[src/rtl/pe_tile_param_if.sv]
// Configuration bus bundle for pe_tile_param: address/data/strobes toward the
// tile, readback data/valid back from it.
interface pe_tile_param_if;
    logic [31:0] config_addr;
    logic [31:0] config_data;
    logic        config_we;
    logic        config_re;
    logic [31:0] config_rd_data;
    logic        config_rd_valid;

    modport master (
        output config_addr, config_data, config_we, config_re,
        input  config_rd_data, config_rd_valid
    );

    modport slave (
        input  config_addr, config_data, config_we, config_re,
        output config_rd_data, config_rd_valid
    );
endinterface

[src/rtl/pe_tile_param.sv]
// Routing tile: two connection boxes feeding a registered PE, plus a switch box.
// Optional macro PE_TILE_SB_OUTREG_EN registers the switch-box outputs.
module pe_tile_param #(
    parameter int WIDTH  = 16,
    parameter int TRACKS = 4
) (
    input  logic                      clk,
    input  logic                      reset,
    input  logic [15:0]               tile_id,
    pe_tile_param_if.slave            cfg,
    input  logic [4*TRACKS*WIDTH-1:0] in_wires,
    output logic [4*TRACKS*WIDTH-1:0] out_wires
);
    localparam int NOUT  = 4 * TRACKS;
    localparam int BUSW  = NOUT * WIDTH;
    localparam int SELW  = $clog2(2 * TRACKS);
    localparam int NWORD = (NOUT + 15) / 16;

    logic [2:0]          op_q, op_d;
    logic [SELW-1:0]     cb0_q, cb0_d, cb1_q, cb1_d;
    logic [NWORD*32-1:0] sb_q, sb_d;
    logic [WIDTH-1:0]    acc_q, acc_d, pe_q, pe_d;
    logic [31:0]         rd_data_q, rd_data_d, rd_val_s;
    logic                rd_valid_q, rd_valid_d;

    logic                hit_s, we_s, re_s, acc_clr_s;
    logic [15:0]         blk_s;
    logic [WIDTH-1:0]    op0_s, op1_s;
    logic [BUSW-1:0]     sb_out_s;

    // Switch-box field for output o sits at flat bit 2*o (word o/16, slot o%16).
    function automatic logic [WIDTH-1:0] sb_pick(input logic [BUSW-1:0] iw,
                                                 input logic [WIDTH-1:0] pe,
                                                 input logic [1:0] sel,
                                                 input int side, input int trk);
        int src;
        if (sel == 2'd3) begin
            return pe;
        end else begin
            src = (int'(sel) < side) ? int'(sel) : int'(sel) + 1;
            return iw[(src * TRACKS + trk) * WIDTH +: WIDTH];
        end
    endfunction

    function automatic logic [WIDTH-1:0] cb_pick(input logic [BUSW-1:0] iw,
                                                 input logic [BUSW-1:0] ow,
                                                 input logic [SELW-1:0] sel,
                                                 input int side);
        int idx;
        idx = int'(sel);
        if (idx < TRACKS) begin
            return iw[(side * TRACKS + idx) * WIDTH +: WIDTH];
        end else begin
            return ow[(side * TRACKS + idx - TRACKS) * WIDTH +: WIDTH];
        end
    endfunction

    assign blk_s     = cfg.config_addr[31:16];
    assign hit_s     = (cfg.config_addr[15:0] == tile_id);
    assign we_s      = cfg.config_we && hit_s;
    assign re_s      = cfg.config_re && hit_s;
    assign acc_clr_s = we_s && (blk_s == 16'd4);

    for (genvar g = 0; g < NOUT; g++) begin : g_sb
        assign sb_out_s[g*WIDTH +: WIDTH] =
            sb_pick(in_wires, pe_q, sb_q[2*g +: 2], g / TRACKS, g % TRACKS);
    end

`ifdef PE_TILE_SB_OUTREG_EN
    logic [BUSW-1:0] out_q;

    // Registered switch-box outputs.
    always_ff @(posedge clk) begin
        if (!reset) begin
            out_q <= '0;
        end else begin
            out_q <= sb_out_s;
        end
    end

    assign out_wires = out_q;
`else
    assign out_wires = sb_out_s;
`endif

    // out_wires never depends on the operands, so the CB feedback ends at pe_q.
    assign op0_s = cb_pick(in_wires, out_wires, cb0_q, 0);
    assign op1_s = cb_pick(in_wires, out_wires, cb1_q, 1);

    // PE datapath and accumulator next state.
    always_comb begin
        if (acc_clr_s) begin
            acc_d = '0;
        end else if (op_q == 3'd6) begin
            acc_d = acc_q + op0_s;
        end else begin
            acc_d = acc_q;
        end
        case (op_q)
            3'd0:    pe_d = op0_s + op1_s;
            3'd1:    pe_d = op0_s - op1_s;
            3'd2:    pe_d = op0_s & op1_s;
            3'd3:    pe_d = op0_s | op1_s;
            3'd4:    pe_d = op0_s ^ op1_s;
            3'd5:    pe_d = op0_s;
            3'd6:    pe_d = acc_d;
            default: pe_d = '0;
        endcase
    end

    // Configuration register writes.
    always_comb begin
        op_d  = op_q;
        cb0_d = cb0_q;
        cb1_d = cb1_q;
        sb_d  = sb_q;
        if (we_s) begin
            case (blk_s)
                16'd4: op_d  = cfg.config_data[2:0];
                16'd5: cb1_d = cfg.config_data[SELW-1:0];
                16'd6: cb0_d = cfg.config_data[SELW-1:0];
                default: begin
                    for (int k = 0; k < NWORD; k++) begin
                        sb_d[32*k +: 32] = (blk_s == 16'(7 + k)) ? cfg.config_data
                                                                 : sb_q[32*k +: 32];
                    end
                end
            endcase
        end else begin
            sb_d = sb_q;
        end
    end

    // Readback mux, sampled from the pre-write register values.
    always_comb begin
        rd_val_s = 32'd0;
        case (blk_s)
            16'd4: rd_val_s = {29'd0, op_q};
            16'd5: rd_val_s = {{(32-SELW){1'b0}}, cb1_q};
            16'd6: rd_val_s = {{(32-SELW){1'b0}}, cb0_q};
            default: begin
                for (int k = 0; k < NWORD; k++) begin
                    rd_val_s = (blk_s == 16'(7 + k)) ? sb_q[32*k +: 32] : rd_val_s;
                end
            end
        endcase
        rd_valid_d = re_s;
        if (re_s) begin
            rd_data_d = rd_val_s;
        end else begin
            rd_data_d = rd_data_q;
        end
    end

    // State registers with synchronous active-low reset.
    always_ff @(posedge clk) begin
        if (!reset) begin
            op_q       <= 3'd0;
            cb0_q      <= '0;
            cb1_q      <= '0;
            sb_q       <= '0;
            acc_q      <= '0;
            pe_q       <= '0;
            rd_data_q  <= 32'd0;
            rd_valid_q <= 1'b0;
        end else begin
            op_q       <= op_d;
            cb0_q      <= cb0_d;
            cb1_q      <= cb1_d;
            sb_q       <= sb_d;
            acc_q      <= acc_d;
            pe_q       <= pe_d;
            rd_data_q  <= rd_data_d;
            rd_valid_q <= rd_valid_d;
        end
    end

    assign cfg.config_rd_data  = rd_data_q;
    assign cfg.config_rd_valid = rd_valid_q;
endmodule
[src/flat_wrapper.sv]
// flat-port wrapper written by rule: the top's interface ports become plain ports
module pe_tile_param_flat 
#(
    parameter int WIDTH  = 16,
    parameter int TRACKS = 4
)
  (clk, reset, tile_id, in_wires, out_wires, cfg_config_addr, cfg_config_data, cfg_config_we, cfg_config_re, cfg_config_rd_data, cfg_config_rd_valid);
  pe_tile_param_if cfg_i ();
  input  logic clk;
  input  logic reset;
  input  logic [15:0] tile_id;
  input  logic [4*TRACKS*WIDTH-1:0] in_wires;
  output logic [4*TRACKS*WIDTH-1:0] out_wires;
  input wire logic [$bits(cfg_i.config_addr)-1:0] cfg_config_addr;
  input wire logic [$bits(cfg_i.config_data)-1:0] cfg_config_data;
  input wire logic [$bits(cfg_i.config_we)-1:0] cfg_config_we;
  input wire logic [$bits(cfg_i.config_re)-1:0] cfg_config_re;
  output wire logic [$bits(cfg_i.config_rd_data)-1:0] cfg_config_rd_data;
  output wire logic [$bits(cfg_i.config_rd_valid)-1:0] cfg_config_rd_valid;
  assign cfg_i.config_addr = cfg_config_addr;
  assign cfg_i.config_data = cfg_config_data;
  assign cfg_i.config_we = cfg_config_we;
  assign cfg_i.config_re = cfg_config_re;
  assign cfg_config_rd_data = cfg_i.config_rd_data;
  assign cfg_config_rd_valid = cfg_i.config_rd_valid;
  pe_tile_param #(.WIDTH(WIDTH), .TRACKS(TRACKS)) u_core (.clk(clk), .reset(reset), .tile_id(tile_id), .cfg(cfg_i), .in_wires(in_wires), .out_wires(out_wires));
endmodule
[config.mk]
export PLATFORM = sky130hd
export DESIGN_NAME = pe_tile_param_flat
export DESIGN_NICKNAME = d
export VERILOG_FILES = /design/src/rtl/pe_tile_param_if.sv /design/src/rtl/pe_tile_param.sv /design/src/flat_wrapper.sv
export SDC_FILE = /design/constraint.sdc
export NUM_CORES = 1
export LEC_CHECK = 0
export CAP_MARGIN = 40
export CORE_AREA = 2 2 246 248
export DETAILED_ROUTE_END_ITERATION = 10
export DIE_AREA = 0 0 248 250
export SYNTH_ARGS = -nofsm -noshare
export SYNTH_HDL_FRONTEND = slang
export SYNTH_SLANG_ARGS = --single-unit
[constraint.sdc]
create_clock -name clk -period 5.45 [get_ports clk]
set_input_delay 1.09 -clock clk [delete_from_list [all_inputs] [get_ports clk]]
set_output_delay 1.09 -clock clk [all_outputs]
set_load 0.05 [all_outputs]
==> flow_summary.toml, run 1 <==
[sta]
hold_ws_ns = 0.460
hold_viol = 0
slew-limit-headroom = 0.426
clock_skew_ns = 0.0217
worst_pin_slew_ns = 0.860
setup_viol = 0
clock.fmax_ghz = 0.186
fin_crit_sh = 0.988
min_period_ns = 5.39
drv_slew = 0
final.setup.worst_slack_ns = 0.0635

[synth]
syn-instance-count = 1631
synth.distinct_cells = 80
ys_ff_latch = 106
avgSynthCellArea_um2 = 10.6
synth_compound_area_frac = 0.108
synthFlopType = "dfxtp_1"
yosysWarnings = 0
synth_area_um2 = 17300
synth_top_family_by_area = "multiplexers"
synthSimpleGateAreaFrac = 0.0964
yosysSeqAreaShare = 0.122
syn-num-nets = 2062
yosys.area_share.adder = 0.0665
muxShareOfSynthArea = 0.526
synthArstFlopShare = 0
synth_edf_count = 0
synth-xor-area-share = 0.0262

[die]
die_h_um = 250
core_area_um2 = 59600
start_util = 0.291
die_w_um = 248
fp.dieArea_um2 = 62000
ios = 629
num_rows = 90

[cts]
h-tree-depth = 3
clk_pin_slew_ns = 0.09
cts_tree = "yes"
cts_hold_buf = 0
clkLatencyLatePin_ns = 0.42
ctsLongestPathBuffers = 2
cts_buffers = 9
clock_sinks = 106
clock-root-buffer = "clkbuf_16"

[setup_path]
end_kind = "flip-flop"
cp-startpoint = "in_wires[51]"
r2r_start = "u_core.sb_q[11]$_SDFFE_PN0P_"
r2r_cells = 25
worstReg2RegEnd = "u_core.pe_q[15]$_SDFF_PN0_"
required_ns = 5.78
crit_type = "input port to flip-flop"
cp-endpoint = "u_core.pe_q[15]$_SDFF_PN0_"
path_max_fanout = 4
startpoint_type = "input port"
arrival_ns = 5.71
reg2reg_slack_ns = 0.13

[cells_and_area]
final_common_cell = "clkdlybuf4s50_1"
nFillCells = 5399
nets = 3109
drive_above_1_share = 0.416
final_area_um2 = 29500
finalNonFillerCells = 3475
area_growth_pct = 70.1
most-common-layout-cells = "clkdlybuf4s50_1, buf_4, mux4_2"

[routing]
dr.pass1.iters = 5
routed_wl_um = 115000
vias = 21100
via_per_inst = 6.06
drc = 0
drtAntennaViolNets = 0
detail_route.iter0.violations = 2316
post_drt_wl_per_cell_um = 33.1

[global_route]
grt_max_degree = 38
grt_pass1_vias = 21400
grt_overflow_total = 0
track_usage = 0.361
grt_pass1_wl_um = 159000
antenna_found_initial = 19

[place]
io_buffers = 628
dp_slack_ns = -0.955
place_area_um2 = 28400
placed_cells = 3425
dp_hpwl_um = 96500
gp_congestion = 1.03

[pwr]
leakage_nw = 12.1
power_density_nw_per_um2 = 121
finalPower_mw = 3.57
peakVddDrop_mv = 0.166

[flow_run]
timing.max_cap.violations = 0

[worst_hold_path]
hold_class = "flip-flop to flip-flop"

[status]
status = "complete, no violations"
[how the worst min path moves through the flow]
stage	startpoint	to	slack [ns]	depth (start not counted)
3_3_place_gp	u_core.acc_q[14]$_SDFF_PN0_	u_core.acc_q[14]$_SDFF_PN0_	0.45	2
5_1_grt	u_core.acc_q[2]$_SDFF_PN0_	u_core.acc_q[2]$_SDFF_PN0_	0.49	2
3_5_place_dp	u_core.acc_q[13]$_SDFF_PN0_	u_core.acc_q[13]$_SDFF_PN0_	0.45	2
6_report	u_core.acc_q[10]$_SDFF_PN0_	u_core.acc_q[10]$_SDFF_PN0_	0.46	2
2_1_floorplan	u_core.acc_q[14]$_SDFF_PN0_	u_core.acc_q[14]$_SDFF_PN0_	0.44	2
4_1_cts	u_core.acc_q[13]$_SDFF_PN0_	u_core.acc_q[13]$_SDFF_PN0_	0.46	2
[metrics by stage]
stage          setup TNS, ns  utilization
5_1_grt              -0.0253        0.495
2_1_floorplan              0            -
4_1_cts                    0        0.487
3_5_place_dp           -7.58        0.477
6_report                   0        0.495
3_3_place_gp           -7.13        0.472
[area by class of cell]
type	instances	area, um2	area share
Multi-Input combinational cell	1291	14800	0.500
Tap cell	782	978	0.0332
Clock buffer	9	225	0.00763
Sequential cell	106	2130	0.0721
Antenna cell	10	25.0	0.000848
Inverter	69	259	0.00878
Clock inverter	7	98.8	0.00335
Timing Repair Buffer	1201	11000	0.374
[metal layers]
metal | share of wire | up-vias | GRT usage
met3 | 0.11 | 306 | 0.103
met4 | 0.056 | 10 | 0.169
met2 | 0.45 | 1580 | 0.563
li1 | - | 8559 | -
met1 | 0.38 | 10600 | 0.459
met5 | 0.00059 | - | 0
[Yosys cell counts (11+ instances only)]
| master | instances | area [um2] |
|---|---|---|
| a22o_1 | 34 | 298 |
| buf_2 | 12 | 60.1 |
| mux2i_1 | 115 | 1150 |
| nor2_1 | 107 | 402 |
| nor2b_1 | 21 | 131 |
| o21a_1 | 11 | 82.6 |
| buf_1 | 31 | 116 |
| xnor2_1 | 38 | 333 |
| nor3_1 | 21 | 105 |
| o22ai_1 | 20 | 125 |
| dfxtp_1 | 106 | 2120 |
| mux2_2 | 152 | 1710 |
| nand3_1 | 23 | 115 |
| a22oi_1 | 18 | 135 |
| clkbuf_1 | 115 | 432 |
| inv_1 | 66 | 248 |
| mux4_2 | 265 | 5970 |
| ha_1 | 89 | 1110 |
| and2_1 | 13 | 81.3 |
| a21oi_1 | 55 | 275 |
| xor2_1 | 12 | 105 |
| nand2b_1 | 14 | 87.6 |
| nand2_1 | 82 | 308 |
| o21ai_0 | 33 | 165 |
[state kept, by name, indices dropped and copies added, names as in the netlist]
name,cells
u_core.acc_q,16
u_core.pe_q,16
u_core.cfg.config_rd_data,32
u_core.sb_q,32
u_core.op_q,3
u_core.cfg.config_rd_valid,1
u_core.cb1_q,3
u_core.cb0_q,3
[critical path: stages]
cell	delay, ns
clkdlybuf4s50_1	0.48
mux4_1	0.54
mux2_2	0.31
mux4_2	0.49
mux2i_1	0.20
buf_4	0.19
inv_2	0.06
buf_4	0.15
ha_2	0.30
a2111oi_4	0.39
buf_4	0.19
o311ai_4	0.12
nand2_2	0.12
o2111ai_2	0.14
a21oi_2	0.19
xnor2_1	0.12
or3_1	0.43
a31oi_1	0.20
[what timing repair did]
item / in CTS / in global routing
endpoints found under the setup margin: 9 / 11
pin swaps: 33 / 46
resized for setup: 85 / 114
hold endpoints to repair: 0 / 0
buffers inserted: 12 / 12
[power by group]
part           internal, mW  switching [mW]  leakage, nW
Sequential            0.791          0.0713        0.860
Combinational         0.893            1.05         11.0
Clock                 0.337           0.435        0.157
[kinds of logic (layout without fill, tap and decap cells)]
family,Yosys count,after routing
simple gates,339,339
xor+xnor,51,51
mux,546,546
compound gates,264,264
flops,106,106
fa+ha+maj,91,91
other cells,0,10
buf+inv,234,1286
Note: power is estimated with default switching activity, not from simulation.
==> run 2, diff against run 1 <==
CORE_AREA = 2 2 247 249   (was 2 2 246 248)
DIE_AREA = 0 0 249 251   (was 0 0 248 250)
clock period = 5.95 ns   (was 5.45 ns; I/O delays follow)
==> run 2 against run 1 <==
Clock power is 15% lower; register-to-register slack gained 0.18 ns; critical endpoint is now u_core.pe_q[14]$_SDFF_PN0_; largest cell class unchanged; combinational power fell by 14%; cell count fell by 4.7%; wire length shrank 1.4%; via count shrank 4.0%; total power down 12%; sequential share of layout area grew 0.46 points; clock skew fell by 0.00093 ns; clock-buffer cell count is the same; non-clock buffer count down 159.
==> flow_summary.toml, run 2 (synthesized netlist as in run 1, its figures left out) <==
[status]
status = "complete, no violations"

[global_route]
grt_pass1_wl_um = 156000
track_usage = 0.351
grt_max_degree = 47
antenna_found_initial = 15
grt_pass1_vias = 20000
grt_overflow_total = 0

[sta]
clock.fmax_ghz = 0.172
grt_setup_unrepaired = "true"
setup_tns_ns = 0
fin_crit_sh = 0.974
drv_slew = 0
min_period_ns = 5.80
setup_viol = 0
slew-limit-headroom = 0.361
clock_skew_ns = 0.0208
worst_pin_slew_ns = 0.958
hold_viol = 0

[die]
num_rows = 90
start_util = 0.290
core_area_um2 = 59800
ios = 629
die_h_um = 251
fp.dieArea_um2 = 62500
die_w_um = 249

[routing]
dr.pass1.iters = 5
via_per_inst = 6.11
routed_wl_um = 113000
drc = 0
post_drt_wl_per_cell_um = 34.2
detail_route.iter0.violations = 2428
drtAntennaViolNets = 0
vias = 20200

[cells_and_area]
nFillCells = 5553
finalNonFillerCells = 3313
drive_above_1_share = 0.359
final_common_cell = "clkdlybuf4s50_1"
area_growth_pct = 59.8
nets = 2950
most-common-layout-cells = "clkdlybuf4s50_1, buf_4, mux4_2"

[place]
placed_cells = 3285
dp_hpwl_um = 95500
gp_congestion = 1.03
io_buffers = 628

[cts]
cts_tree = "yes"
clk_pin_slew_ns = 0.07
h-tree-depth = 3
clock_sinks = 106
cts_buffers = 9
cts_hold_buf = 0
ctsLongestPathBuffers = 2
clock-root-buffer = "clkbuf_16"
clkLatencyLatePin_ns = 0.42

[setup_path]
critPathMostFrequentCell = "buf_4"
path_delay_family = "multiplexers"
crit_type = "input port to flip-flop"
worstReg2RegEnd = "u_core.pe_q[15]$_SDFF_PN0_"
cp_num_buf_inv = 5
reg2reg_slack_ns = 0.31
crit_slowest_cell = "mux4_2"
cp_cell_sequence = "clkdlybuf4s50_1 > buf_4 > mux4_2 > mux2_2 > mux4_2 > mux2i_4 > buf_4 > inv_1 > buf_4 > ha_1 > nand3b_1 > a21oi_1 > o21a_1 > o21ai_0 > a21oi_1 > o21ai_0 > a221oi_1 > or3_1 > a31oi_1 > a31oi_1"
slowest_delay_ns = 0.51
required_ns = 6.19
r2r_cells = 23
path_max_fanout = 4
startpoint_type = "input port"
r2r_start = "u_core.sb_q[11]$_SDFFE_PN0P_"
end_kind = "flip-flop"
arrival_ns = 6.04

[worst_hold_path]
hold_class = "flip-flop to flip-flop"
holdPathEnd = "u_core.acc_q[14]$_SDFF_PN0_"
hp-start = "u_core.acc_q[14]$_SDFF_PN0_"
hold_depth = 2

[flow_run]
timing.max_cap.violations = 0

[pwr]
finalPower_mw = 3.13
power_density_nw_per_um2 = 113
peakVddDrop_mv = 0.147
leakage_nw = 10.7
run 2: cell count changes in the layout (fill, tap and decap cells not counted), moves of 6 or more:
cell,delta
dlygate4sd2_1,-14
ha_1,+9
dlymetal6s2s_1,-41
o21ai_2,-6
mux2_4,-6
o21ai_0,+7
clkdlybuf4s50_1,+63
buf_6,-7
buf_12,-8
buf_4,-141
run 2: worst max-delay path by stage:
stage	cells past startpoint	slack (ns)	endpoint	start
floorplan	18	0.15	u_core.pe_q[15]$_SDFF_PN0_	in_wires[80]
finish	20	0.15	u_core.pe_q[14]$_SDFF_PN0_	in_wires[19]
global route	22	-0.02	u_core.pe_q[15]$_SDFF_PN0_	in_wires[17]
CTS	22	0.004	u_core.pe_q[15]$_SDFF_PN0_	in_wires[97]
detailed placement	23	-0.68	u_core.pe_q[15]$_SDFF_PN0_	in_wires[83]
global placement	22	-0.74	u_core.pe_q[15]$_SDFF_PN0_	in_wires[67]
run 2: through the flow:
step           setup WS [ns]  instance area, um2  hold slack [ns]   util
6_report               0.152               27700            0.464  0.463
5_1_grt              -0.0222               27700            0.482  0.463
4_1_cts              0.00428               27500            0.464  0.460
3_5_place_dp          -0.680               27200            0.452  0.454
3_3_place_gp          -0.745               27000            0.446  0.451
2_1_floorplan          0.151               17300            0.436      -
run 2: layout make-up:
cell class	count	area [um2]	area share
flip-flops and latches	106	2130	0.0768
clock inverters	7	66.3	0.00239
well taps	782	978	0.0353
inverters	69	259	0.00935
diodes	7	17.5	0.000632
multi-input cells	1291	14500	0.523
clock buffers	9	225	0.00813
repair buffers	1042	9560	0.345
run 2: per-layer routing:
metal  global-route usage  part of all wire  vias to the layer above
li1                     -                 -                     8225
met3               0.0997              0.11                      280
met1                0.452              0.39                    10300
met2                0.547              0.44                     1429
met4                0.158             0.054                        8
met5                    0           0.00050                        -
run 2: report_power, final:
group	internal, mW	total [mW]	switching [mW]
Combinational	0.764	1.67	0.902
Clock	0.298	0.657	0.360
Sequential	0.724	0.810	0.0864
run 2: worst min-delay path, delay by kind of cell, from the launching register on:
family,cells,cell delay [ns]
compound gates,1,0.05
flops,1,0.32
simple gates,1,0.05
run 2: repair_timing:
item | 4_1_cts | 5_1_grt
setup endpoints to repair | 2 | 10
resized for setup | 9 | 36
pin swaps | 0 | 11
buffers inserted | 0 | 4
